[src/rtl/miner_nonce_ctrl.sv]
// rtl/miner_nonce_ctrl.sv - multi-core nonce sequencer with runtime difficulty check and result FIFO
module miner_nonce_ctrl #(
  parameter int NUM_CORES   = 2,
  parameter int LOOP_LOG2   = 5,
  parameter int PIPE_PASSES = (1 << (7 - LOOP_LOG2)) + 1,
  parameter int FIFO_DEPTH  = 4
) (
  input  logic                      hash_clk,
  input  logic                      reset,
  input  logic                      job_valid,
  output logic                      job_ready,
  input  logic [255:0]              job_midstate,
  input  logic [95:0]               job_data,
  input  logic [31:0]               job_nonce_start,
  input  logic [6:0]                job_difficulty,
  output logic [255:0]              core_state,
  output logic [95:0]               core_data,
  output logic [NUM_CORES*32-1:0]   core_nonce,
  output logic [5:0]                cnt,
  output logic                      feedback,
  input  logic [NUM_CORES*64-1:0]   core_hash_top,
  output logic                      result_valid,
  input  logic                      result_ready,
  output logic [31:0]               result_nonce,
  output logic [7:0]                result_core,
  output logic                      busy,
  output logic                      exhausted,
  output logic [7:0]                drop_cnt
);

  localparam int          LOOP      = 1 << LOOP_LOG2;
  localparam int          CW        = (NUM_CORES > 1) ? $clog2(NUM_CORES) : 1;
  localparam int          AW        = $clog2(FIFO_DEPTH);
  localparam logic [31:0] NC        = 32'(NUM_CORES);
  localparam logic [5:0]  LOOP_MASK = 6'(LOOP - 1);

  typedef enum logic [1:0] {S_IDLE, S_LOAD, S_RUN, S_DRAIN} state_e;

  state_e                   state_q, state_d;
  logic [5:0]               cnt_q, cnt_d, cnt_next;
  logic                     fb_q, fb_d, fb_d1_q, fb_d1_d;
  logic [255:0]             midstate_q, midstate_d;
  logic [95:0]              data_q, data_d;
  logic [6:0]               diff_q, diff_d;
  logic [31:0]              base_q, base_d, check_base_q, check_base_d;
  logic [31:0]              pend_base_q, pend_base_d;
  logic [7:0]               warm_q, warm_d;
  logic [NUM_CORES-1:0]     pending_q, pending_d, hit, clr;
  logic [NUM_CORES*32-1:0]  nonce_q, nonce_d;
  logic                     exh_q, exh_d;
  logic [32:0]              base_sum;
  logic [63:0]              diff_mask;
  logic                     job_fire, active, slot, push;
  logic [CW-1:0]            sel;

  logic [31:0]              fifo_nonce_q [FIFO_DEPTH];
  logic [7:0]               fifo_core_q  [FIFO_DEPTH];
  logic [AW-1:0]            wr_ptr_q, rd_ptr_q;
  logic [AW:0]              count_q;
  logic [7:0]               drop_q;
  logic                     pop, full, wr_en, drop;

  assign job_ready = (state_q != S_LOAD);
  assign job_fire  = job_valid & job_ready;
  assign active    = (state_q == S_RUN) || (state_q == S_DRAIN);
  assign cnt_next  = (cnt_q + 6'd1) & LOOP_MASK;
  assign slot      = active & ~fb_d1_q;
  assign base_sum  = {1'b0, base_q} + {1'b0, NC};
  // diff_q never exceeds 64; a shift of 64 yields zero, i.e. a full mask
  assign diff_mask = ~(64'hFFFF_FFFF_FFFF_FFFF >> diff_q);

  always_comb begin
    hit = '0;
    for (int k = 0; k < NUM_CORES; k++) begin
      hit[k] = ((core_hash_top[k*64 +: 64] & diff_mask) == 64'd0);
    end
  end

  // Serializer drains pending lowest core first; an accepted job suppresses it
  always_comb begin
    sel = '0;
    for (int k = NUM_CORES - 1; k >= 0; k--) begin
      if (pending_q[k]) sel = CW'(k);
    end
    push = (|pending_q) && (state_q != S_LOAD) && !job_fire;
    clr  = '0;
    if (push) clr[sel] = 1'b1;
  end

  always_comb begin
    state_d      = state_q;
    cnt_d        = cnt_q;
    fb_d         = fb_q;
    fb_d1_d      = 1'b1;
    midstate_d   = midstate_q;
    data_d       = data_q;
    diff_d       = diff_q;
    base_d       = base_q;
    check_base_d = check_base_q;
    pend_base_d  = pend_base_q;
    warm_d       = warm_q;
    pending_d    = pending_q & ~clr;
    nonce_d      = nonce_q;
    exh_d        = exh_q;
    case (state_q)
      S_LOAD: begin
        midstate_d   = job_midstate;
        data_d       = job_data;
        diff_d       = (job_difficulty > 7'd64) ? 7'd64 : job_difficulty;
        base_d       = job_nonce_start & ~(NC - 32'd1);
        check_base_d = job_nonce_start & ~(NC - 32'd1);
        warm_d       = 8'(PIPE_PASSES);
        pending_d    = '0;
        exh_d        = 1'b0;
        state_d      = S_RUN;
      end
      S_RUN, S_DRAIN: begin
        cnt_d   = cnt_next;
        fb_d    = (cnt_next != 6'd0);
        fb_d1_d = fb_q;
        if (state_q == S_RUN && cnt_next == 6'd0) begin
          for (int k = 0; k < NUM_CORES; k++) begin
            nonce_d[k*32 +: 32] = base_q + 32'(k);
          end
          base_d = base_sum[31:0];
          if (base_sum[32]) state_d = S_DRAIN;
        end
        if (slot) begin
          if (warm_q != 8'd0) begin
            warm_d = warm_q - 8'd1;
          end else begin
            pending_d    = pending_d | hit;
            pend_base_d  = check_base_q;
            check_base_d = check_base_q + NC;
            // base_q is frozen in DRAIN, so base_q-NC is the last issued pass
            if (state_q == S_DRAIN && check_base_q == base_q - NC) begin
              state_d = S_IDLE;
              exh_d   = 1'b1;
            end
          end
        end
      end
      default: ;
    endcase
    if (job_fire) state_d = S_LOAD;
    if (state_d != S_RUN && state_d != S_DRAIN) begin
      cnt_d = 6'd0;
      fb_d  = 1'b0;
    end
  end

  always_ff @(posedge hash_clk) begin
    if (reset) begin
      state_q      <= S_IDLE;
      cnt_q        <= '0;
      fb_q         <= 1'b0;
      fb_d1_q      <= 1'b1;
      midstate_q   <= '0;
      data_q       <= '0;
      diff_q       <= '0;
      base_q       <= '0;
      check_base_q <= '0;
      pend_base_q  <= '0;
      warm_q       <= '0;
      pending_q    <= '0;
      nonce_q      <= '0;
      exh_q        <= 1'b0;
    end else begin
      state_q      <= state_d;
      cnt_q        <= cnt_d;
      fb_q         <= fb_d;
      fb_d1_q      <= fb_d1_d;
      midstate_q   <= midstate_d;
      data_q       <= data_d;
      diff_q       <= diff_d;
      base_q       <= base_d;
      check_base_q <= check_base_d;
      pend_base_q  <= pend_base_d;
      warm_q       <= warm_d;
      pending_q    <= pending_d;
      nonce_q      <= nonce_d;
      exh_q        <= exh_d;
    end
  end

  assign pop   = result_valid & result_ready;
  assign full  = (count_q == (AW+1)'(FIFO_DEPTH));
  assign wr_en = push & (~full | pop);
  assign drop  = push & full & ~pop;

  always_ff @(posedge hash_clk) begin
    if (reset) begin
      wr_ptr_q <= '0;
      rd_ptr_q <= '0;
      count_q  <= '0;
      drop_q   <= '0;
      for (int i = 0; i < FIFO_DEPTH; i++) begin
        fifo_nonce_q[i] <= '0;
        fifo_core_q[i]  <= '0;
      end
    end else begin
      if (wr_en) begin
        fifo_nonce_q[wr_ptr_q] <= pend_base_q + 32'(sel);
        fifo_core_q[wr_ptr_q]  <= 8'(sel);
        wr_ptr_q               <= wr_ptr_q + 1'b1;
      end
      if (pop) rd_ptr_q <= rd_ptr_q + 1'b1;
      if (wr_en && !pop)      count_q <= count_q + 1'b1;
      else if (!wr_en && pop) count_q <= count_q - 1'b1;
      if (drop && drop_q != 8'hFF) drop_q <= drop_q + 8'd1;
    end
  end

  assign result_valid = (count_q != '0);
  assign result_nonce = fifo_nonce_q[rd_ptr_q];
  assign result_core  = fifo_core_q[rd_ptr_q];
  assign drop_cnt     = drop_q;
  assign cnt          = cnt_q;
  assign feedback     = fb_q;
  assign core_nonce   = nonce_q;
  assign core_state   = midstate_q;
  assign core_data    = data_q;
  assign busy         = active;
  assign exhausted    = exh_q;

endmodule

[config.mk]
export PLATFORM = sky130hd
export DESIGN_NAME = miner_nonce_ctrl
export DESIGN_NICKNAME = d
export VERILOG_FILES = /design/src/rtl/miner_nonce_ctrl.sv
export SDC_FILE = /design/constraint.sdc
export NUM_CORES = 1
export LEC_CHECK = 0
export ABC_AREA = 1
export BUFFER_PORTS_ARGS = -buffer_cell sky130_fd_sc_hd__buf_2
export CAP_MARGIN = 20
export CORE_AREA = 2 2 386 388
export CTS_CLUSTER_DIAMETER = 50
export DETAILED_ROUTE_END_ITERATION = 12
export DIE_AREA = 0 0 388 390
export PLACE_DENSITY = 0.47
export SYNTH_ARGS = -nofsm -noshare
export SYNTH_HDL_FRONTEND = slang
export SYNTH_SLANG_ARGS = --single-unit
[constraint.sdc]
create_clock -name hash_clk -period 11.9 [get_ports hash_clk]
set_input_delay 1.19 -clock hash_clk [delete_from_list [all_inputs] [get_ports hash_clk]]
set_output_delay 1.19 -clock hash_clk [all_outputs]
set_load 0.05 [all_outputs]
==> out/qor.txt, run 1 <==
PLACE
----------------------------------------------------------------------------------
# placed instances                                                            6630
GP Congestion                                                                0.903
Half-perimeter wire length of the detailed placement result                 107 mm
Post-place instance area                                                0.0360 mm²
Port Buffer Count                                                              987

YOSYS
----------------------------------------------------------------------------------
Post-synth design cell area                                             0.0294 mm²
Syn Area/Cell                                                             7.48 µm²
Count of unique library cells instantiated by Yosys                             57
Synthesis-stage register bit count                                             678
Sequential share of the synthesized area                                     50.4%
Async set-reset flop share out of synthesis                                     0%
Number of enable flip-flop cells after synthesis                               128
Synth Flop Type                                                       sky130_fd_sc_hd__dfxtp_1
Number of warning messages in the yosys log                                      0
Gate Count Post-Synth                                                         3939

TIMING
----------------------------------------------------------------------------------
Minimum period implied by the final worst setup slack                      4.62 ns
Total setup violations reported at the end of the flow                           0
Peak Freq                                                                  216 MHz
Total negative setup slack                                                    0 ns
Final Max Slew Viols                                                             0
Clock skew after layout                                                  0.0467 ns
Post-route clock period utilization                                          38.9%
Unrepaired setup endpoints after global routing                                 no
Worst hold margin                                                         0.457 ns
Slew at the pin closest to its max-slew limit                              1.09 ns
Headroom to the max-slew limit                                               27.3%
Final hold vios                                                                  0

LAYOUT
----------------------------------------------------------------------------------
Proportion of layout cells with a drive suffix above 1                       25.0%
Number of standard cells in the layout, taps in and fillers out               6819
Final layout net count                                                        5331
Finished layout cell area                                               0.0393 mm²
Synthesis-to-layout area growth                                              33.3%

ROUTE
----------------------------------------------------------------------------------
Detailed Route Iter0 Violations                                               2495
Per-cell via count in the routed design                                       4.43
Routed wire per std cell                                                   20.7 µm
Detailed-route via count                                                     30200
DRC errors left                                                                  0
Wire length reported by the detailed router                                 141 mm
Remaining number of nets flagged by the antenna check after routing              0
Total iterations of the first detailed-routing run                               8

FLOORPLANNING
----------------------------------------------------------------------------------
Chip Height                                                                 390 µm
Area enclosed by the die boundary                                        0.151 mm²
Count of standard-cell rows                                                    141
Starting Density                                                             20.0%
Ports placed on the boundary                                                   998
Die X-Extent                                                                388 µm
Area of the placeable core                                               0.147 mm²

POWER AND IR DROP
----------------------------------------------------------------------------------
Max rail drop VDD                                                       0.000115 V
Leakage dissipation                                                        17.3 nW
Post-layout total power                                                  0.00702 W
Power density relative to cell area                                     179 mW/mm²

CRITICAL PATH
----------------------------------------------------------------------------------
Required time worst endpoint                                              10.71 ns
Endpoint class of the critical path                                     output pin
Largest stage delay, worst path                                            0.84 ns
Standard cell with the maximum stage delay on the critical path       sky130_fd_sc_hd__clkinv_1
Worst R2R Path Depth                                                             7
Combined buffer and inverter count along the critical path                       4
Cell mode on critical path                                            sky130_fd_sc_hd__buf_4
Setup crit start kind                                                     register
Critical Path AT                                                           3.43 ns
Number of logic stages on the critical path including buffering                  6
Crit Path Category                                                    register to output pin
Critical Path, Cell by Cell                                           buf_4 > clkinv_1 > buf_4 > o21ai_0 > o22ai_1 > buf_2
Cell class contributing the biggest share of worst-path delay         buffers and inverters
Critical path peak fanout                                                       34

CLOCKING
----------------------------------------------------------------------------------
Clock Sink Count                                                               678
Cell at the root of the clock tree                                    sky130_fd_sc_hd__clkbuf_16
Post-CTS setup buffers                                                           0
Maximum number of buffers from clock root to sink                                3
Count of H-tree levels built during CTS                                          3
Clock tree from TritonCTS                                                     done
Number of CTS-inserted buffers                                                  95
Clock slew at reported path FFs                                            0.05 ns
Count of instances resized after the clock tree is built                         0
Clock insertion delay at the later pin of the skew report                  0.72 ns
Quantity of hold-fixing buffers added after cts                                  0

GRT
----------------------------------------------------------------------------------
Total congestion overflow                                                        0
Antenna violations before repair                                                22
Maximum number of pins on one net before global-route repair                   198
Vias in the first global route                                               27900
First-pass GRT wire length                                                  198 mm
GRT Resource Usage Total                                                     17.7%

WORST HOLD PATH
----------------------------------------------------------------------------------
Type of the tightest min-delay check                                  register to register
Number of stages on the worst hold path                                          2

FLOW RUN
----------------------------------------------------------------------------------
Number of max-cap violations                                                     0

RUN STATUS
----------------------------------------------------------------------------------
Result of the run                                                     finished clean

[layout make-up]
class	instances	area [µm²]
repair buffers	1016	5190
fillers	16400	108000
inverters	259	990
diodes	14	35.0
well taps	1930	2410
flip-flops and latches	678	14900
multi-input cells	2748	12600
clock inverters	55	661
clock buffers	119	2560
[cells by family (layout without fill, tap and decap cells)]
family | Yosys count | after routing | share of synthesized area, %
adders and majority gates | 10 | 10 | 0.450
AOI/OAI and AO/OA | 861 | 861 | 15.5
DFF | 678 | 678 | 50.4
xor gates and xnor gates | 60 | 60 | 1.88
and+or+nand+nor | 1807 | 1807 | 24.6
buffers and inverters | 522 | 1449 | 7.11
other | 1 | 24 | 0.0127
[cells in the mapped netlist, types with 2 or more instances]
| library cell | number | share of area, % |
|---|---|---|
| sky130_fd_sc_hd__a211oi_1 | 5 | 0.13 |
| sky130_fd_sc_hd__a21boi_0 | 2 | 0.051 |
| sky130_fd_sc_hd__a21oi_1 | 156 | 2.7 |
| sky130_fd_sc_hd__a221oi_1 | 8 | 0.24 |
| sky130_fd_sc_hd__a22o_1 | 2 | 0.059 |
| sky130_fd_sc_hd__a31oi_1 | 25 | 0.53 |
| sky130_fd_sc_hd__buf_1 | 6 | 0.076 |
| sky130_fd_sc_hd__buf_2 | 44 | 0.75 |
| sky130_fd_sc_hd__buf_4 | 16 | 0.41 |
| sky130_fd_sc_hd__buf_6 | 2 | 0.076 |
| sky130_fd_sc_hd__clkbuf_1 | 194 | 2.5 |
| sky130_fd_sc_hd__clkinv_1 | 2 | 0.026 |
| sky130_fd_sc_hd__dfxtp_1 | 550 | 37 |
| sky130_fd_sc_hd__edfxtp_1 | 128 | 13 |
| sky130_fd_sc_hd__ha_1 | 9 | 0.38 |
| sky130_fd_sc_hd__inv_1 | 246 | 3.1 |
| sky130_fd_sc_hd__inv_2 | 10 | 0.13 |
| sky130_fd_sc_hd__nand2_1 | 529 | 6.7 |
| sky130_fd_sc_hd__nand2_2 | 3 | 0.064 |
| sky130_fd_sc_hd__nand3_1 | 100 | 1.7 |
| sky130_fd_sc_hd__nand3b_1 | 6 | 0.15 |
| sky130_fd_sc_hd__nand4_1 | 36 | 0.76 |
| sky130_fd_sc_hd__nor2_1 | 1064 | 14 |
| sky130_fd_sc_hd__nor2_2 | 10 | 0.21 |
| sky130_fd_sc_hd__nor2_4 | 5 | 0.19 |
| sky130_fd_sc_hd__nor3_1 | 26 | 0.44 |
| sky130_fd_sc_hd__nor3_2 | 6 | 0.20 |
| sky130_fd_sc_hd__nor4_1 | 11 | 0.23 |
| sky130_fd_sc_hd__o211ai_1 | 26 | 0.66 |
| sky130_fd_sc_hd__o21ai_0 | 578 | 9.8 |
| sky130_fd_sc_hd__o21ai_1 | 3 | 0.051 |
| sky130_fd_sc_hd__o21bai_1 | 7 | 0.18 |
| sky130_fd_sc_hd__o22ai_1 | 39 | 0.83 |
| sky130_fd_sc_hd__o31ai_1 | 2 | 0.051 |
| sky130_fd_sc_hd__or2_2 | 5 | 0.11 |
| sky130_fd_sc_hd__xnor2_1 | 22 | 0.65 |
| sky130_fd_sc_hd__xor2_1 | 36 | 1.1 |
[worst register-to-register path, cell delays in order (launching register included)]
cell	delay, ns
sky130_fd_sc_hd__dfxtp_1	0.55
sky130_fd_sc_hd__nand2_8	0.33
sky130_fd_sc_hd__inv_8	0.56
sky130_fd_sc_hd__buf_4	0.63
sky130_fd_sc_hd__buf_4	0.83
sky130_fd_sc_hd__buf_4	0.96
sky130_fd_sc_hd__nor2_1	0.21
sky130_fd_sc_hd__nor2_1	0.13
[layer usage]
layer / track usage [%] / wire [µm] / vias to the layer above
met5: 0 / 46 / -
met1: 25.3 / 64400 / 14300
met2: 25.6 / 59500 / 1160
met3: 5.04 / 13900 / 166
li1: - / - / 14600
met4: 4.78 / 3020 / 8
[path summary, 6_finish.rpt]
| check | start | end | slack (ns) |
|---|---|---|---|
| setup reg to reg | state_q[0] | core_state[183] | 7.60 |
| setup / recovery | register | result_nonce[4] | 7.28 |
| hold / removal | core_nonce[47] | core_nonce[47] | 0.46 |
| hold reg to reg | core_nonce[47] | core_nonce[47] | 0.46 |
[report_power, final]
part / switching [W] / internal (W)
combinational: 0.00118 / 0.000366
clock: 0.00117 / 0.00172
sequential: 0.000106 / 0.00247
total: 0.00246 / 0.00456
[registers in the layout (all words and copies together), names as in the netlist, 2 cells and up, named ones only]
signal / flops
base_q: 31
check_base_q: 31
cnt: 5
core_data: 96
core_nonce: 61
core_state: 256
count_q: 3
diff_q: 7
drop_cnt: 8
fifo_nonce_q: 128
pend_base_q: 31
pending_q: 2
rd_ptr_q: 2
state_q: 2
warm_q: 8
wr_ptr_q: 2
[through the flow]
step,worst slack (ns),util [%]
after floorplan,7.33,-
after global placement,7.62,24.5
after detailed placement,7.62,24.5
after CTS,7.08,26.6
after global routing,6.97,26.7
final,7.28,26.7
[placed cells by master, fill, tap and decap left out, drive strengths merged, types with 37 or more instances in the layout]
master,n
nor2,1080
buf,1016
o21ai,581
dfxtp,550
nand2,533
inv,269
a21oi,156
edfxtp,128
clkbuf,119
nand3,101
o22ai,39
nand4,37
(Power assumes the default switching activity.)
==> run 2: changes to the inputs <==
Settings changed: ABC_AREA 1 to 0, PLACE_DENSITY 0.47 to 0.46.
Clock period 11.9 ns to 4.6 ns, I/O delays scaled along.
==> run 2 against run 1 <==
Effect of this change: sequential share of layout area shrank 2.9 points; area after synthesis decreased by 1.8%; cell count is 1.1% lower; critical path type is now register to register; total power increased to 2.5 times the previous value; synthesized cell count shrank 11%; combinational power up 99%.
==> out/qor.txt, run 2 <==
ROUTE
----------------------------------------------------------------------------------
Total iterations of the first detailed-routing run                               6
Wire length reported by the detailed router                                 158 mm
Detailed-route via count                                                     30200
Detailed Route Iter0 Violations                                               2095
Remaining number of nets flagged by the antenna check after routing              0
Per-cell via count in the routed design                                       4.47
Routed wire per std cell                                                   23.4 µm
DRC errors left                                                                  0

TIMING
----------------------------------------------------------------------------------
Total setup violations reported at the end of the flow                           0
Unrepaired setup endpoints after global routing                                 no
Peak Freq                                                                  276 MHz
Final Max Slew Viols                                                             0
Clock skew after layout                                                  0.0641 ns
Minimum period implied by the final worst setup slack                      3.63 ns
Slew at the pin closest to its max-slew limit                              1.35 ns
Headroom to the max-slew limit                                               9.72%
Final hold vios                                                                  0
Post-route clock period utilization                                          78.9%
Total negative setup slack                                                    0 ns

GRT
----------------------------------------------------------------------------------
Total congestion overflow                                                        0
Antenna violations before repair                                                78
Vias in the first global route                                               30100
GRT Resource Usage Total                                                     20.1%
Maximum number of pins on one net before global-route repair                   199
First-pass GRT wire length                                                  220 mm

CRITICAL PATH
----------------------------------------------------------------------------------
Worst R2R Path Depth                                                            10
Setup crit start kind                                                     register
FF-to-FF Start                                                           base_q[1]
Source of the critical timing path                                       base_q[1]
Required time worst endpoint                                               5.18 ns
Critical Path AT                                                           4.21 ns
Worst-case register-to-register setup slack                                0.97 ns
Crit Path Category                                                    register to register
Reg2Reg Capture Point                                                       cnt[4]
Endpoint class of the critical path                                       register
Critical path destination                                                   cnt[4]
Critical path peak fanout                                                       12

FLOORPLANNING
----------------------------------------------------------------------------------
Chip Height                                                                 390 µm
Ports placed on the boundary                                                   998
Die X-Extent                                                                388 µm
Count of standard-cell rows                                                    141
Area enclosed by the die boundary                                        0.151 mm²
Starting Density                                                             19.7%
Area of the placeable core                                               0.147 mm²

YOSYS
----------------------------------------------------------------------------------
Share of Yosys cell area claimed by the top area cell type                   38.1%
Post-synth top cells                                                  1035 x sky130_fd_sc_hd__nand2_1, 550 x sky130_fd_sc_hd__dfxtp_1, 540 x sky130_fd_sc_hd__a21oi_1, 247 x sky130_fd_sc_hd__clkbuf_1, 215 x sky130_fd_sc_hd__nor2_1
Synthesis-stage register bit count                                             678
Async set-reset flop share out of synthesis                                     0%
Number of warning messages in the yosys log                                      0
Synth Flop Type                                                       sky130_fd_sc_hd__dfxtp_1
Cell taking the most area after synthesis                             sky130_fd_sc_hd__dfxtp_1
Most instantiated library cell after synthesis                        sky130_fd_sc_hd__nand2_1
Syn Area/Cell                                                             8.26 µm²
Gate Count Post-Synth                                                         3500
Sequential share of the synthesized area                                     51.4%
Number of enable flip-flop cells after synthesis                               128
Post-synth design cell area                                             0.0289 mm²
Top post-synthesis cells by area                                      sky130_fd_sc_hd__dfxtp_1 38%, sky130_fd_sc_hd__nand2_1 13%, sky130_fd_sc_hd__edfxtp_1 13%
Count of unique library cells instantiated by Yosys                             83

LAYOUT
----------------------------------------------------------------------------------
Final layout net count                                                        5224
Top library cells by usage in the layout, fill and taps aside         1035 x sky130_fd_sc_hd__nand2_1, 986 x sky130_fd_sc_hd__buf_2, 547 x sky130_fd_sc_hd__dfxtp_1, 540 x sky130_fd_sc_hd__a21oi_1, 336 x sky130_fd_sc_hd__dlygate4sd3_1
Total area of multi-input combinational cells                           0.0128 mm²
Leading cell type in the layout, fill and taps excluded               sky130_fd_sc_hd__nand2_1
Fillers                                                                      16100
Finished layout cell area                                               0.0426 mm²
Synthesis-to-layout area growth                                              47.3%
Proportion of layout cells with a drive suffix above 1                       26.6%
Largest register FFs                                                           256
Reg area                                                                0.0149 mm²

WORST HOLD PATH
----------------------------------------------------------------------------------
Number of stages on the worst hold path                                          3
Type of the tightest min-delay check                                  input port to register

POWER AND IR DROP
----------------------------------------------------------------------------------
Power density relative to cell area                                     417 mW/mm²
Max rail drop VDD                                                       0.000349 V
Sequential Power Share                                                       37.0%
Switch Pwr                                                               0.00558 W
Sw frac                                                                      31.4%
Leakage dissipation                                                        17.4 nW
Share of total power in the clock network                                    45.6%
Post-layout total power                                                   0.0178 W
Internal portion of total power                                           0.0122 W
Proportion of power drawn by combinational gates                             17.3%

CLOCKING
----------------------------------------------------------------------------------
Count of H-tree levels built during CTS                                          3
Clock slew at reported path FFs                                            0.06 ns
Cell at the root of the clock tree                                    sky130_fd_sc_hd__clkbuf_16
Clock insertion delay at the later pin of the skew report                  0.73 ns
Count of instances resized after the clock tree is built                         0
Number of CTS-inserted buffers                                                 102
Clock Sink Count                                                               678
Clock tree from TritonCTS                                                     done
Maximum number of buffers from clock root to sink                                3

PLACE
----------------------------------------------------------------------------------
Half-perimeter wire length of the detailed placement result                 121 mm
Post-place instance area                                                0.0356 mm²
GP Congestion                                                                0.936
Port Buffer Count                                                              987

RUN STATUS
----------------------------------------------------------------------------------
Result of the run                                                     finished clean

FLOW RUN
----------------------------------------------------------------------------------
Number of max-cap violations                                                     0

[run 2: worst min path at each step]
stage	endpoint	start	slack [ns]
floorplan	pend_base_q[1]	pend_base_q[1]	0.44
global placement	core_data[89]	core_data[89]	0.44
detailed placement	core_state[31]	core_state[31]	0.44
CTS	core_state[192]	job_midstate[192]	0.001
global route	core_state[157]	job_midstate[157]	0.03
finish	core_state[192]	job_midstate[192]	0.06
[run 2: final cells by class]
cell class	count	area share, %
diodes	38	0.223
well taps	1930	5.67
clock inverters	64	1.89
flip-flops and latches	678	34.9
inverters	41	0.379
clock buffers	128	6.41
multi-input cells	2502	30.1
repair buffers	1366	20.4
[run 2: cells by family (layout without fill, tap and decap cells)]
group | Yosys count | in the layout | share of synthesized area [%]
AO/OA/AOI/OAI | 818 | 818 | 15.8
XOR/XNOR | 80 | 80 | 2.42
adder cells (fa/ha/maj) | 14 | 14 | 0.597
buffers and inverters | 329 | 1599 | 4.52
flip-flops | 678 | 678 | 51.4
multiplexers | 38 | 38 | 2.70
other | 1 | 48 | 0.0130
AND/OR/NAND/NOR | 1542 | 1542 | 22.6
[run 2: layer usage]
layer | vias up | GRT usage, % | wire (µm)
met5 | - | 0 | 180
met4 | 28 | 7.64 | 5800
met3 | 268 | 8.79 | 16300
met2 | 989 | 32.0 | 71800
met1 | 14500 | 23.7 | 64000
li1 | 14300 | - | -
[run 2: through the flow]
step / utilization, % / setup slack (ns) / cells / hold slack [ns]
2_1_floorplan: - / 1.79 / 3509 / 0.441
3_3_place_gp: 24.2 / 1.02 / 6180 / 0.439
3_5_place_dp: 24.2 / 1.01 / 6180 / 0.443
4_1_cts: 28.9 / 0.996 / 6708 / 0.00122
5_1_grt: 28.9 / 0.803 / 6733 / 0.0346
6_report: 28.9 / 0.972 / 6747 / 0.0626
[run 2: power groups by stage]
| stage | combinational, W | clock, W | sequential, W |
|---|---|---|---|
| 6_report | 0.00308 | 0.00810 | 0.00657 |
| 5_1_grt | 0.00328 | 0.00853 | 0.00661 |
| 4_1_cts | 0.00309 | 0.00834 | 0.00657 |
| 3_5_place_dp | 0.00280 | 0 | 0.00670 |
| 3_3_place_gp | 0.00280 | 0 | 0.00669 |
| 2_1_floorplan | 0.00134 | 0 | 0.00715 |
[run 2: repair_timing]
item                                   in CTS  in global routing
endpoints found under the hold margin     336                  0
hold buffers                              336                  0
setup buffers                               0                  0
[run 2: critical path: stages (launching register included)]
cell and delay (ns):
sky130_fd_sc_hd__dfxtp_1 0.41, sky130_fd_sc_hd__inv_1 0.10, sky130_fd_sc_hd__ha_1 0.17, sky130_fd_sc_hd__nor3b_2 0.48
sky130_fd_sc_hd__nand4b_1 0.57, sky130_fd_sc_hd__nor4_1 0.43, sky130_fd_sc_hd__mux2_2 0.37, sky130_fd_sc_hd__a31oi_1 0.21
sky130_fd_sc_hd__nand4_1 0.37, sky130_fd_sc_hd__nand2_2 0.32, sky130_fd_sc_hd__nor2_1 0.08
